--- src/rtl/l23_frame_arbiter.sv ---
// l23_frame_arbiter: 2:1 round-robin frame arbiter onto one L23 AXI-stream byte channel.
// Grants change only between frames; over-length frames are cut, flagged bad and drained.
module l23_frame_arbiter #(
  parameter int MAX_FRAME_LEN = 1518,
  parameter int CNT_W         = 16
) (
  input  logic       L23_clk,
  input  logic       L23_rst_n,
  input  logic [7:0] L23i0_tdata,
  input  logic       L23i0_tlast,
  input  logic       L23i0_tuser,
  input  logic       L23i0_tvalid,
  output logic       L23i0_tready,
  input  logic [7:0] L23i1_tdata,
  input  logic       L23i1_tlast,
  input  logic       L23i1_tuser,
  input  logic       L23i1_tvalid,
  output logic       L23i1_tready,
  output logic [7:0] L23o_tdata,
  output logic       L23o_tlast,
  output logic       L23o_tuser,
  output logic       L23o_tvalid,
  input  logic       L23o_tready,
  output logic [1:0] L23_grant,
  output logic       L23_trunc
);
  typedef enum logic [1:0] {IDLE, PASS, DRAIN} state_t;
  state_t             state_q, state_d;
  logic [1:0]         grant_q, grant_d;
  logic               last_q, last_d;
  logic [CNT_W-1:0]   cnt_q, cnt_d;
  logic               trunc_q, trunc_d;
  logic               sel, g1, pass, drain, rdy, at_max, force_bad, acc;
  logic               s_tvalid, s_tlast, s_tuser;
  logic [7:0]         s_tdata;
  assign sel       = grant_q[1];
  assign s_tdata   = sel ? L23i1_tdata  : L23i0_tdata;
  assign s_tvalid  = sel ? L23i1_tvalid : L23i0_tvalid;
  assign s_tlast   = sel ? L23i1_tlast  : L23i0_tlast;
  assign s_tuser   = sel ? L23i1_tuser  : L23i0_tuser;
  assign pass      = state_q == PASS;
  assign drain     = state_q == DRAIN;
  assign at_max    = cnt_q == CNT_W'(MAX_FRAME_LEN - 1);
  // The MAX-th beat becomes the frame end unless the source already ends there.
  assign force_bad = pass & at_max & ~s_tlast;
  assign L23o_tvalid = pass & s_tvalid;
  assign L23o_tdata  = pass ? s_tdata : 8'h00;
  assign L23o_tlast  = pass & (s_tlast | force_bad);
  assign L23o_tuser  = pass & (s_tuser | force_bad);
  assign rdy          = pass ? L23o_tready : drain;
  assign L23i0_tready = rdy & grant_q[0];
  assign L23i1_tready = rdy & grant_q[1];
  assign acc          = L23o_tvalid & L23o_tready;
  // Source 1 wins when alone, or when both request and source 0 went last.
  assign g1        = L23i1_tvalid & (~L23i0_tvalid | ~last_q);
  assign L23_grant = grant_q;
  assign L23_trunc = trunc_q;
  always_comb begin
    state_d = state_q;
    grant_d = grant_q;
    last_d  = last_q;
    cnt_d   = cnt_q;
    trunc_d = 1'b0;
    case (state_q)
      IDLE: if (L23i0_tvalid | L23i1_tvalid) begin
        state_d = PASS;
        grant_d = {g1, ~g1};
        last_d  = g1;
        cnt_d   = '0;
      end
      PASS: if (acc) begin
        cnt_d = cnt_q + 1'b1;
        if (s_tlast) begin
          state_d = IDLE;
          cnt_d   = '0;
          grant_d = '0;
        end else if (at_max) begin
          state_d = DRAIN;
          cnt_d   = '0;
          trunc_d = 1'b1;
        end
      end
      DRAIN: if (s_tvalid & s_tlast) begin
        state_d = IDLE;
        grant_d = '0;
      end
      default: state_d = IDLE;
    endcase
  end
  always_ff @(posedge L23_clk or negedge L23_rst_n) begin
    if (!L23_rst_n) begin
      state_q <= IDLE;
      grant_q <= '0;
      last_q  <= 1'b1;
      cnt_q   <= '0;
      trunc_q <= 1'b0;
    end else begin
      state_q <= state_d;
      grant_q <= grant_d;
      last_q  <= last_d;
      cnt_q   <= cnt_d;
      trunc_q <= trunc_d;
    end
  end
endmodule

--- config.mk ---
export PLATFORM = sky130hd
export DESIGN_NAME = l23_frame_arbiter
export DESIGN_NICKNAME = d
export VERILOG_FILES = /design/src/rtl/l23_frame_arbiter.sv
export SDC_FILE = /design/constraint.sdc
export NUM_CORES = 1
export LEC_CHECK = 0
export CAP_MARGIN = 20
export CORE_MARGIN = 3
export CORE_UTILIZATION = 45
export DETAILED_ROUTE_END_ITERATION = 12
export GPL_ROUTABILITY_DRIVEN = 0
export HOLD_SLACK_MARGIN = 0.02
export PLACE_DENSITY = 0.74
export SETUP_SLACK_MARGIN = 0.4
export SLEW_MARGIN = 20
export SYNTH_ARGS = -nofsm -noshare
export SYNTH_HDL_FRONTEND = slang
export SYNTH_SLANG_ARGS = --single-unit
--- constraint.sdc ---
create_clock -name L23_clk -period 3.81 [get_ports L23_clk]
set_input_delay 0.5715 -clock L23_clk [delete_from_list [all_inputs] [get_ports L23_clk]]
set_output_delay 0.5715 -clock L23_clk [all_outputs]
set_load 0.02 [all_outputs]
# After elaboration in Yosys (flattened, before gate mapping)
# Index checks and enable logic that the tools add are counted.
dict set report classes {
  addsub 1
  n_eq_ne 8
  n_mux 25
  n_bitwise 18
  n_reduce_logical 7
}
# operator n
set ops {}
lappend ops {{$mux W16} 4}
lappend ops {{$pmux W16 S2} 1}
lappend ops {{$add A16 B1 Y16 const B} 1}
lappend ops {{$eq A16 B11 Y1 const B} 1}
lappend ops {{$mux W2} 8}
lappend ops {{$mux W8} 2}
lappend ops {{$pmux W2 S3} 2}
lappend ops {{$and A1 B1 Y1} 10}
lappend ops {{$mux W1} 8}
lappend ops {{$ne A2 B1 Y1 const B} 3}
lappend ops {{$reduce_and A5 Y1} 1}
lappend ops {{$not A1 Y1} 4}
lappend ops {{$or A1 B1 Y1} 4}
lappend ops {{$reduce_and A4 Y1} 1}
lappend ops {{$ne A3 B1 Y1 const B} 1}
lappend ops {{$reduce_and A3 Y1} 1}
lappend ops {{$reduce_bool A3 Y1} 1}
lappend ops {{$eq A2 B1 Y1 const B} 1}
lappend ops {{$eq A2 B2 Y1 const B} 1}
lappend ops {{$logic_not A2 Y1} 1}
lappend ops {{$ne A2 B2 Y1 const B} 1}
lappend ops {{$reduce_and A2 Y1} 1}
lappend ops {{$reduce_bool A2 Y1} 1}
dict set report totals {
  reg_bits 22
  input_bits 25
  output_inout_bits 16
  wordCells 64
}

# Longest topological paths before layout
dict set report logic_depth {
  ltp_word 6
  depth_mapped 8
}

# Worst setup path after synthesis
# OpenSTA, ideal clock, no wires.
dict set report synth_timing {
  path_type {reg-to-output}
  startpoint {register cnt_q[1]}
  endpoint {output L23o_tuser}
  t_arrival_ns 2.082
  required_time_ns 3.239
  path_slack_ns 1.156
  path_stages_with_launch 8
  cell_sequence {dfrtp_1 -> inv_1 -> ha_1 -> or4b_4 -> nor4_4 -> buf_4 -> nand2_1 -> a21boi_1}
}
dict set report synth_between {
  elab_chain_len 5
}
# element line
set synth_lines {}
lappend synth_lines {{start, declared} 31} ;# logic [CNT_W-1:0] cnt_q, cnt_d;
lappend synth_lines {{start signal, assigned} 101} ;# cnt_q <= cnt_d;
lappend synth_lines {{$eq A16 B11 Y1} 43} ;# assign at_max = cnt_q == CNT_W'(MAX_FRAME_LEN - 1);
lappend synth_lines {{$and A1 B1 Y1 (2 in series)} 45} ;# assign force_bad = pass & at_max & ~s_tlast;
lappend synth_lines {{$or A1 B1 Y1} 49} ;# assign L23o_tuser = pass & (s_tuser | force_bad);
lappend synth_lines {{$and A1 B1 Y1} 49}
lappend synth_lines {{end, declared} 21} ;# output logic L23o_tuser,
# Every way passes these cells.

# Final worst setup path
# Same ends and word-level chain as after synthesis.

==> results.toml <==
[synthesis]
ys_seq_area_frac = 0.336
synth_ff_type = "dfrtp_1"
syn_area_mm2 = 0.00164
ys_ff_latch = 22
syn_avg_cell_area_um2 = 9.29
synth_edf_count = 0
async_flop_share = 1.00
syn-num-nets = 208
yosys_warnings = 0
synth_cell_types = 52
synth_cells = 177

[grt]
antenna_found_initial = 0
globalRouteTotalUtil = 0.206
grt_pass1_vias = 1478
grt_max_degree = 33
grt_first_pass_wirelength_um = 7040
gr-total-overflow = 0

[layout]
drive_gt1_frac = 0.0798
fin_area_mm2 = 0.00211
antenna_cells = 0
fill_cells = 298
multi_input_area_mm2 = 0.00101
fin_cells = 259
area_growth_pct = 28.6
finalNetCount = 245
register_area_um2 = 552

[route]
drt-wirelength-per-cell_um = 16.6
viasPerCell = 5.95
wirelength_um = 4310
drt-pass1-iter-count = 4
drc_errors = 0
vias = 1542
ant_nets = 0
drt_iter0_drc = 102

[critical_path]
crit_slowest_cell = "clkdlybuf4s50_1"
crit_chain = "inv_1, ha_1, or4b_4, nor4_4, nand2_1, a21boi_1, clkdlybuf4s50_1"
worstRegToRegCells = 5
end_kind = "output pin"
path_class = "register to output pin"
startpoint_type = "register"
cp.required_ns = 3.24
r2r_end = "cnt_q[6]"
crit_path_max_fanout = 5
cpPeakStageDelay_ns = 0.62
arrival_ns = 2.58
r2r_setup_slack_ns = 1.21
rr_startpoint = "L23_grant[1]"

[cts]
cts-root-buf = "clkbuf_4"
path_clk_slew_ns = 0.14
clockBufferDepth = 2
cts_tree = "yes"
numCtsBuffers = 3
cts_hold_buf = 0
htree_levels = 1
clk_latency_ns = 0.32
postCtsSetupBuffers = 0
cts_resized = 0
cts.sinks = 22

[die]
core-area_mm2 = 0.00342
fp.dieW_um = 66.4
design.die.area_mm2 = 0.00441
initial_core_util = 0.481
rows = 21
design.portCount = 41
die_h_um = 66.4

[sta]
fin_tns_setup_ns = 0
min_period_ns = 3.16
rsz0062_at_grt = "no"
relSlewSlack = 0.516
skew_ns = 0.0132
worst_pin_slew_ns = 0.724
slew_viol_final = 0
finalSetupViolCount = 0
hold_viol = 0
timing.fmax_ghz = 0.317
finalCritPeriodShare = 0.828

[power]
p_leak_uw = 0.000811
vdd_drop_max_v = 0.000313
power_density_mw_per_mm2 = 491
swShare = 0.391
clockPowerShare = 0.175
internal_power_uw = 633
switchingPower_uw = 406
combPwrFrac = 0.514
pwr-share-seq = 0.311

[placed_design]
dpl-instance-area_mm2 = 0.00207
io_buffers = 40
hpwl_um = 3190
placed_cells = 255

[run]
maxCapViolCount = 0

[min_path]
hold_class = "input port to asynchronous set/reset pin"

[outcome]
status = "complete, no violations"
==> layer usage <==
layer,track usage,wire length (um)
met5,0,0
met4,0.0508,55
met3,0.0442,151
met2,0.362,2290
met1,0.254,1810
==> logic make-up (layout without fill, tap and decap cells) <==
kind of cell,count (synthesis),in the layout,synth area share
simple gates,78,78,0.304
compound gates,38,38,0.170
flops,22,22,0.336
buf+inv,18,54,0.0510
mux,15,15,0.0936
fa+ha+maj,6,6,0.0457
==> sequential cells by signal, summed over array words and instances, names as in the netlist <==
name       flops
last_q         1
L23_trunc      1
state_q        2
cnt_q         16
L23_grant      2
==> worst max-delay path, delay by kind of cell (launching register included) <==
family / cells / cell delay, ns
AOI/OAI and AO/OA: 1 / 0.16
adders and majority gates: 1 / 0.13
and+or+nand+nor: 3 / 0.84
DFF: 1 / 0.44
buffers and inverters: 2 / 0.71
==> through the flow <==
step	power, uW	setup WS [ns]	hold WS, ns	utilization
2_1_floorplan	656	1.16	0.276	-
3_3_place_gp	844	1.02	0.515	0.605
3_5_place_dp	863	0.976	0.519	0.605
4_1_cts	1050	0.629	0.538	0.621
5_1_grt	1110	0.459	0.195	0.619
6_report	1040	0.654	0.196	0.619
==> worst max path at each step <==
stage,from,to,slack [ns]
global route,cnt_q[1],L23o_tuser,0.46
finish,cnt_q[1],L23o_tuser,0.65
detailed placement,cnt_q[1],L23o_tuser,0.98
floorplan,cnt_q[1],L23o_tuser,1.16
CTS,cnt_q[1],L23o_tuser,0.63
global placement,cnt_q[1],L23o_tlast,1.02
==> cells in the mapped netlist, types with 3 or more instances <==
cell type  count  area [um^2]
a21oi_1        4         20.0
a31oi_1        3         18.8
clkbuf_1       6         22.5
dfrtp_1       21          526
ha_1           6         75.1
inv_1          7         26.3
mux2i_1       12          120
nand2_1       15         56.3
nand3_1        4         20.0
nand4_1        5         31.3
nor2_1         5         18.8
nor2b_1       12         75.1
nor3_1         5         25.0
nor3b_1        6         45.0
nor4_1         5         31.3
o21a_1         4         30.0
o21ai_0        4         20.0
o22a_1         5         43.8
o311ai_0       4         35.0
o31ai_1        3         22.5
==> power groups by stage <==
stage,Combinational (uW),Sequential (uW),Clock (uW)
2_1_floorplan,345,311,0
3_3_place_gp,521,323,0
3_5_place_dp,534,329,0
4_1_cts,538,324,186
5_1_grt,582,330,199
6_report,534,323,182
==> area by class of cell <==
type	instances	share of cell area
well taps	46	0.0272
inverters	7	0.0124
clock inverters	1	0.0142
clock buffers	3	0.0107
repair buffers	43	0.198
multi-input cells	137	0.477
flip-flops and latches	22	0.261
==> cells in the final DEF (no fill, tap or decap), types with 5 or more instances in the layout <==
cell type        Yosys  layout
clkdlybuf4s50_1      0      39
dfrtp_1             21      21
ha_1                 6       6
inv_1                7       7
mux2i_1             12      12
nand2_1             15      15
nand4_1              5       5
nor2_1               5       5
nor2b_1             12      12
nor3_1               5       5
nor3b_1              6       6
nor4_1               5       5
o22a_1               5       5
Note: power is estimated with default switching activity, not from simulation.
